===== src/rtl/mem_sequencer.sv =====
// Fetch / load-store sequencer letting a single-cycle RV32 core share one single-port memory.
// Optional MEM_SEQ_PERF_EN adds cycle_cnt / instret_cnt performance counters.
module mem_sequencer #(
  parameter int unsigned MAX_WAIT    = 255,
  parameter logic [31:0] RESET_INSTR = 32'h00000013
) (
  input  logic        clk,
  input  logic        reset,
  input  logic [31:0] PC,
  output logic [31:0] Instr,
  input  logic [31:0] DataAdr,
  input  logic [31:0] WriteData,
  input  logic [3:0]  ByteMask,
  input  logic        MemWrite,
  input  logic        MemStrobe,
  output logic [31:0] ReadData,
  output logic        PCReady,
  output logic        mem_req,
  output logic        mem_we,
  output logic [31:0] mem_addr,
  output logic [31:0] mem_wdata,
  output logic [3:0]  mem_wmask,
  input  logic [31:0] mem_rdata,
  input  logic        mem_ack,
`ifdef MEM_SEQ_PERF_EN
  output logic [31:0] cycle_cnt,
  output logic [31:0] instret_cnt,
`endif
  output logic        bus_err
);

  typedef enum logic [1:0] {FETCH, EXEC, COMMIT, ERR} state_t;

  state_t      state_q;
  logic [31:0] instr_q;
  logic [31:0] rdata_q;
  logic [15:0] wait_q;

  logic fetch_req;
  logic data_req;
  logic stall;
  logic timeout;
  logic unused_addr_bits;

  // Byte lane selection of DataAdr is done inside the core.
  assign unused_addr_bits = ^DataAdr[1:0];

  assign fetch_req = (state_q == FETCH) && (PC[1:0] == 2'b00);
  assign data_req  = (state_q == EXEC) && MemStrobe;

  assign mem_req   = !reset && (fetch_req || data_req);
  assign mem_we    = data_req && MemWrite;
  assign mem_addr  = data_req ? {DataAdr[31:2], 2'b00} : {PC[31:2], 2'b00};
  assign mem_wdata = mem_we ? WriteData : 32'h0;
  assign mem_wmask = mem_we ? ByteMask : 4'b0000;

  assign PCReady   = !reset && (((state_q == EXEC) && !MemStrobe) || (state_q == COMMIT));
  assign bus_err   = (state_q == ERR);
  assign Instr     = instr_q;
  assign ReadData  = rdata_q;

  assign stall   = mem_req && !mem_ack;
  // The MAX_WAIT-th unacknowledged cycle is the last one tolerated.
  assign timeout = stall && (wait_q == 16'(MAX_WAIT - 1));

  always_ff @(posedge clk) begin
    if (reset) begin
      state_q <= FETCH;
      instr_q <= RESET_INSTR;
      rdata_q <= 32'h0;
      wait_q  <= 16'h0;
    end else begin
      unique case (state_q)
        FETCH: begin
          if (PC[1:0] != 2'b00) begin
            state_q <= ERR;
            wait_q  <= 16'h0;
          end else if (mem_ack) begin
            instr_q <= mem_rdata;
            state_q <= EXEC;
            wait_q  <= 16'h0;
          end else if (timeout) begin
            state_q <= ERR;
            wait_q  <= 16'h0;
          end else begin
            wait_q  <= wait_q + 16'h1;
          end
        end
        EXEC: begin
          if (!MemStrobe) begin
            state_q <= FETCH;
            wait_q  <= 16'h0;
          end else if (mem_ack) begin
            if (!MemWrite) rdata_q <= mem_rdata;
            state_q <= COMMIT;
            wait_q  <= 16'h0;
          end else if (timeout) begin
            state_q <= ERR;
            wait_q  <= 16'h0;
          end else begin
            wait_q  <= wait_q + 16'h1;
          end
        end
        COMMIT: begin
          state_q <= FETCH;
          wait_q  <= 16'h0;
        end
        default: begin
          state_q <= ERR;
          wait_q  <= 16'h0;
        end
      endcase
    end
  end

`ifdef MEM_SEQ_PERF_EN
  logic [31:0] cycle_q;
  logic [31:0] instret_q;

  always_ff @(posedge clk) begin
    if (reset) begin
      cycle_q   <= 32'h0;
      instret_q <= 32'h0;
    end else if (state_q != ERR) begin
      cycle_q <= cycle_q + 32'h1;
      if (PCReady) instret_q <= instret_q + 32'h1;
    end
  end

  assign cycle_cnt   = cycle_q;
  assign instret_cnt = instret_q;
`endif

endmodule


===== config.mk =====
export PLATFORM = sky130hd
export DESIGN_NAME = mem_sequencer
export DESIGN_NICKNAME = d
export VERILOG_FILES = /design/src/rtl/mem_sequencer.sv
export SDC_FILE = /design/constraint.sdc
export NUM_CORES = 1
export LEC_CHECK = 0
export BUFFER_PORTS_ARGS = -buffer_cell sky130_fd_sc_hd__buf_2
export CORE_MARGIN = 8
export CORE_UTILIZATION = 30
export CTS_CLUSTER_DIAMETER = 30
export DETAILED_ROUTE_END_ITERATION = 10
export HOLD_SLACK_MARGIN = 0.03
export SLEW_MARGIN = 25
export SYNTH_ARGS = -nofsm -noshare
export SYNTH_HDL_FRONTEND = slang
export SYNTH_SLANG_ARGS = --single-unit

===== constraint.sdc =====
create_clock -name clk -period 2.9 [get_ports clk]
set_input_delay 0.58 -clock clk [delete_from_list [all_inputs] [get_ports clk]]
set_output_delay 0.58 -clock clk [all_outputs]
set_load 0.005 [all_outputs]

# Yosys cells after proc, flatten, opt, wreduce, memory -nomap -nowiden
# Index checks and enable logic that the tools add are counted.
dict set report totals {
  mem_bits_ro 0
  ff_bits 82
  latch_bits 0
  word_cells 43
  n_memories 0
  out_inout_bits 136
  in_bits 137
  ram_bits 0
}
dict set report classes {
  n_eq_ne 4
  shifts 0
  n_addsub 1
  muxes 14
  n_reduce_logical 18
  order_cmp 0
  div_mod_pow 0
  mul 0
  bitwise 2
}
# operator count
set ops {}
lappend ops {{$mux 16} 4}
lappend ops {{$mux 32} 2}
lappend ops {{$pmux 16 s2} 1}
lappend ops {{$add 16x1->16 const B} 1}
lappend ops {{$eq 16x8->1 const B} 1}
lappend ops {{$mux 2} 5}
lappend ops {{$logic_and 1x1->1} 8}
lappend ops {{$pmux 2 s3} 1}
lappend ops {{$eq 2x2->1 const B} 2}
lappend ops {{$logic_not 2->1} 2}
lappend ops {{$mux 4} 1}
lappend ops {{$reduce_and 4->1} 1}
lappend ops {{$logic_not 1->1} 3}
lappend ops {{$reduce_and 3->1} 1}
lappend ops {{$eq 2x1->1 const B} 1}
lappend ops {{$logic_or 1x1->1} 2}
lappend ops {{$not 1->1} 2}
lappend ops {{$reduce_bool 2->1} 1}

# Longest topological paths before layout
dict set report depth {
  word_depth 10
  depth_mapped 6
  mapped_depth_nobuf 5
}

# Worst setup path after synthesis
# OpenSTA, ideal clock, no wires.
dict set report synth_path {
  path_kind {input -> register}
  from {input port PC[1]}
  to {register state_q[0]}
  t_required_ps 2797
  setup_ps 103
  path_slack_ps 732
  arrival_ps 2065
  path_buffers 0
  cell_stages 4
  cell_sequence {or3_4 -> a211o_1 -> or4_4 -> a2111oi_2}
}
dict set report synth_between {
  elab_chain_len 10
  word_cells_on_any_way 13
  cone_classes {6 x mux; 7 x reduce/logical}
}
# item line_no
set synth_rtl {}
lappend synth_rtl {{start, declared} 9} ;# input logic [31:0] PC,
lappend synth_rtl {{$logic_not 2->1} 48} ;# assign fetch_req = (state_q == FETCH) && (PC[1:0] == 2'b00);
lappend synth_rtl {{$logic_and 1x1->1} 48}
lappend synth_rtl {{$logic_or 1x1->1} 51} ;# assign mem_req = !reset && (fetch_req || data_req);
lappend synth_rtl {{$logic_and 1x1->1} 51}
lappend synth_rtl {{$logic_and 1x1->1} 62} ;# assign stall = mem_req && !mem_ack;
lappend synth_rtl {{$logic_and 1x1->1} 64} ;# assign timeout = stall && (wait_q == 16'(MAX_WAIT - 1));
lappend synth_rtl {{$mux 2} n/a}
lappend synth_rtl {{$mux 2, on equally long branches (2 in series)} n/a}
lappend synth_rtl {{$pmux 2 s3 *} 73} ;# unique case (state_q)
lappend synth_rtl {{end signal, assigned} 76} ;# state_q <= ERR;
lappend synth_rtl {{end signal, assigned} 80} ;# state_q <= EXEC;
lappend synth_rtl {{end signal, assigned} 83} ;# state_q <= ERR;
lappend synth_rtl {{end, declared} 34} ;# state_t state_q;
# Every way passes the cells marked *; elsewhere a longest branch is shown, timed or not.
# A chain may end at the register's enable or synchronous reset.

# Worst setup path after layout
dict set report layout_path {
  from {register state_q[1]}
  to {output port mem_addr[18]}
}
dict set report layout_between {
  elab_chain_len 3
}
# item line_no
set layout_rtl {}
lappend layout_rtl {{start signal, assigned} 68} ;# state_q <= FETCH;
lappend layout_rtl {{start signal, assigned} 76}
lappend layout_rtl {{start signal, assigned} 80}
lappend layout_rtl {{$eq 2x1->1} 49} ;# assign data_req = (state_q == EXEC) && MemStrobe;
lappend layout_rtl {{$logic_and 1x1->1} 49}
lappend layout_rtl {{$mux 32} 53} ;# assign mem_addr = data_req ? {DataAdr[31:2], 2'b00} : {PC[31:2], 2'b00};
lappend layout_rtl {{end, declared} 20} ;# output logic [31:0] mem_addr,
# No other way between the ends.

==> metrics.md <==
| Metric | Value |
|---|---|
| Status | `finished, final reports clean` |
| CTS buffer count | `9` |
| Die Wd | `127 µm` |
| Final setup viols | `0` |
| Seq/Total Area, Yosys | `44.6%` |
| Unrepaired setup endpoints after global routing | `false` |
| FP Rows | `40` |
| Synthesized area | `about 3700 µm²` |
| Placed Cells | `856` |
| Antenna viol nets, final | `0` |
| Internal | `2.02 mW` |
| Vias in the first global route | `slightly above 4000` |
| Layout Skew | `between 0.006 and 0.007 ns` |
| Leakage | `2.58 nW` |
| Largest net degree at the start of global routing | `65` |
| MaxCap Viol Count | `0` |
| CP max stage cell | `dfxtp_1` |
| Cts hold-fix bufs | `0` |
| CTS tree | `yes` |
| Hold Vio Cnt, Final | `0` |
| Sequential Power Share | `a little over two fifths` |
| Chip height | `~130 µm` |
| Initial Utilization | `between 30 and 40%` |
| # nets final | `roughly 860` |
| Most frequent cells in the layout | `buf_2 (268), nand2_1 (131), dfxtp_1 (82)` |
| Core ar. | `~12000 µm²` |
| Clock transition at path regs | `0.06 ns` |
| Multi-input logic area | `around 1900 µm²` |
| Root Buffer | `clkbuf_16` |
| HP Start | `ReadData[17]` |
| CP max FO | `22` |
| DP HPWL | `about 11 mm` |
| Power per Cell Area | `between 400 and 500 nW/µm²` |
| Setup crit start | `state_q[1]` |
| CP top delay family | `flip-flops` |
| Drt via density | `4.59` |
| First drt pass iteration count | `4` |
| GR Util All Layers | `15.8%` |
| Final setup margin | `between 0.4 and 0.5 ns` |
| Most common cell after layout, fill and taps aside | `buf_2` |
| Least-Margin Pin Slew | `0.658 ns` |
| Initial antenna violation count | `0` |
| Crit-path max cell delay | `0.47 ns` |
| Worst Path Buf+Inv | `2` |
| WS Path Type | `register to output port` |
| GP Congestion | `0.849` |
| Residual DRC | `0` |
| Layout cells sized above 1 | `a little under half` |
| Wirelength per Cell | `between 15 and 20 µm` |
| Clk sink count | `between 80 and 90` |
| CP endpoint kind | `output port` |
| Post-CTS setup repair buffer count | `0` |
| FMAX | `roughly 420 MHz` |
| DIE AREA | `16100 µm²` |
| Hold_ws | `roughly 0.45 ns` |
| Area Overhead vs Synth | `48.4%` |
| Crit path time final | `about 2.4 ns` |
| Global-route wire length before repair | `20.8 mm` |
| Yosys warns | `0` |
| Layout fillers | `1205` |
| Clock tree buffer depth | `2` |
| Grt ovf | `0` |
| Clock Latency Late Sink | `about 0.33 ns` |
| Diode count | `0` |
| Final WL | `13.5 mm` |
| Initial drt markers | `a little under 200` |
| VDD IR-drop max | `between 0.2 and 0.3 mV` |
| Slew Limit Fails | `0` |
| I/O pins | `273` |
| Synth unique cells | `35` |
| Worst R2R Start | `state_q[0]` |
| Comb power frac | `roughly 14%` |
| Place WS | `0.545 ns` |
| I/O Buffers | `268` |
| Via count | `approximately 4000` |
| Relative slew slack | `56.1%` |
| H-tree depth | `3` |
| #FFs+latches synth | `slightly above 80` |
| Arrival @ worst endpoint | `between 1.5 and 2 ns` |
| P_sw | `671 µW` |
| Post-CTS sizing | `0` |
| Sw Share | `around a quarter` |
| Final Non-Filler Cells | `~870` |
| Clk network pwr share | `between 40 and 50%` |
| Syn avg cell area | `~8 µm²` |
| CP Launch Type | `register` |
| Register Area | `around 1600 µm²` |
| Fin Setup TNS | `0 ns` |
| WP data required | `between 2 and 2.5 ns` |
| Worst-path cell chain | `nand3b_1, buf_4, mux2_2, buf_2` |
| Syn Inst Count | `about 460` |
| Final period utilization | `82.9%` |
| Worst hold path type | `register to register` |
[sequential cells by signal, summed over array words and instances, names as in the netlist]
register / cells
Instr: 32
ReadData: 32
state_q: 2
wait_q: 16
[worst paths after layout]
kind,to,cells after the start,slack (ns)
worst min-delay path,ReadData[17],2,0.45
worst max-delay path,mem_addr[18],4,0.50
worst max register to register,state_q[0],4,0.82
worst min register to register,ReadData[17],2,0.45
[worst reg2reg max path, cell delays in order (launching register included)]
cell and delay, ns:
dfxtp_1 0.36, or3_4 0.44, a211o_1 0.32, or4_4 0.55, a2111oi_2 0.30
[cells in the mapped netlist, drive strengths merged]
cell,count,area share [%]
mux2,30,9.2
or4,2,0.51
nand4,3,0.51
xnor2,11,2.6
o31ai,2,0.41
nand3,8,1.1
nor3,6,0.81
clkbuf,27,2.8
nand3b,4,0.81
conb,1,0.10
a211oi,1,0.20
a211o,1,0.24
nand2,131,13
a21oi,63,8.6
xor2,2,0.48
nand2b,1,0.17
inv,7,0.71
nor2,22,2.2
or3,3,0.65
and2,37,6.3
and3,1,0.17
nor2b,1,0.17
nor4,4,0.68
or2,1,0.17
a2111oi,2,0.65
buf,4,0.61
o21ba,1,0.27
nor4b,1,0.24
ha,2,0.68
dfxtp,82,45
o22ai,1,0.17
[cells by family (layout without fill, tap and decap cells)]
kind of cell,after synthesis,count (layout),synth area share [%]
AOI/OAI and AO/OA,71,71,10.5
xor gates and xnor gates,13,13,3.09
adders and majority gates,2,2,0.679
buffers and inverters,38,300,4.07
DFF,82,82,44.5
muxes,30,30,9.17
other,1,2,0.102
and+or+nand+nor,225,225,27.8
[through the flow]
step	utilization [%]	area (µm²)	total power [mW]
after detailed placement	43.0	5170	1.58
final	45.5	5470	2.70
after global placement	43.0	5170	1.57
after floorplan	-	3690	1.37
after global routing	45.5	5470	2.81
after CTS	45.5	5470	2.73
[layout make-up]
type	count	share of cell area, %
multi-input cells	343	34.9
flip-flops and latches	82	30.0
repair buffers	277	25.8
clock buffers	9	4.12
well taps	147	3.36
clock inverters	7	1.40
inverters	7	0.480
[layer usage]
layer | GRT usage [%] | up-vias | wire length [µm]
li1 | - | 2029 | -
met1 | 17.7 | 1833 | 5680
met2 | 28.2 | 130 | 6850
met3 | 4.32 | 9 | 821
met4 | 4.97 | 0 | 116
met5 | 0 | - | 0
[power groups by stage]
| stage | Clock [mW] | Combinational [mW] | Sequential [mW] |
|---|---|---|---|
| floorplan | 0 | 0.168 | 1.20 |
| global placement | 0 | 0.377 | 1.20 |
| detailed placement | 0 | 0.384 | 1.20 |
| CTS | 1.17 | 0.386 | 1.17 |
| global route | 1.22 | 0.418 | 1.18 |
| finish | 1.14 | 0.381 | 1.17 |
Note: power is estimated with default switching activity, not from simulation.
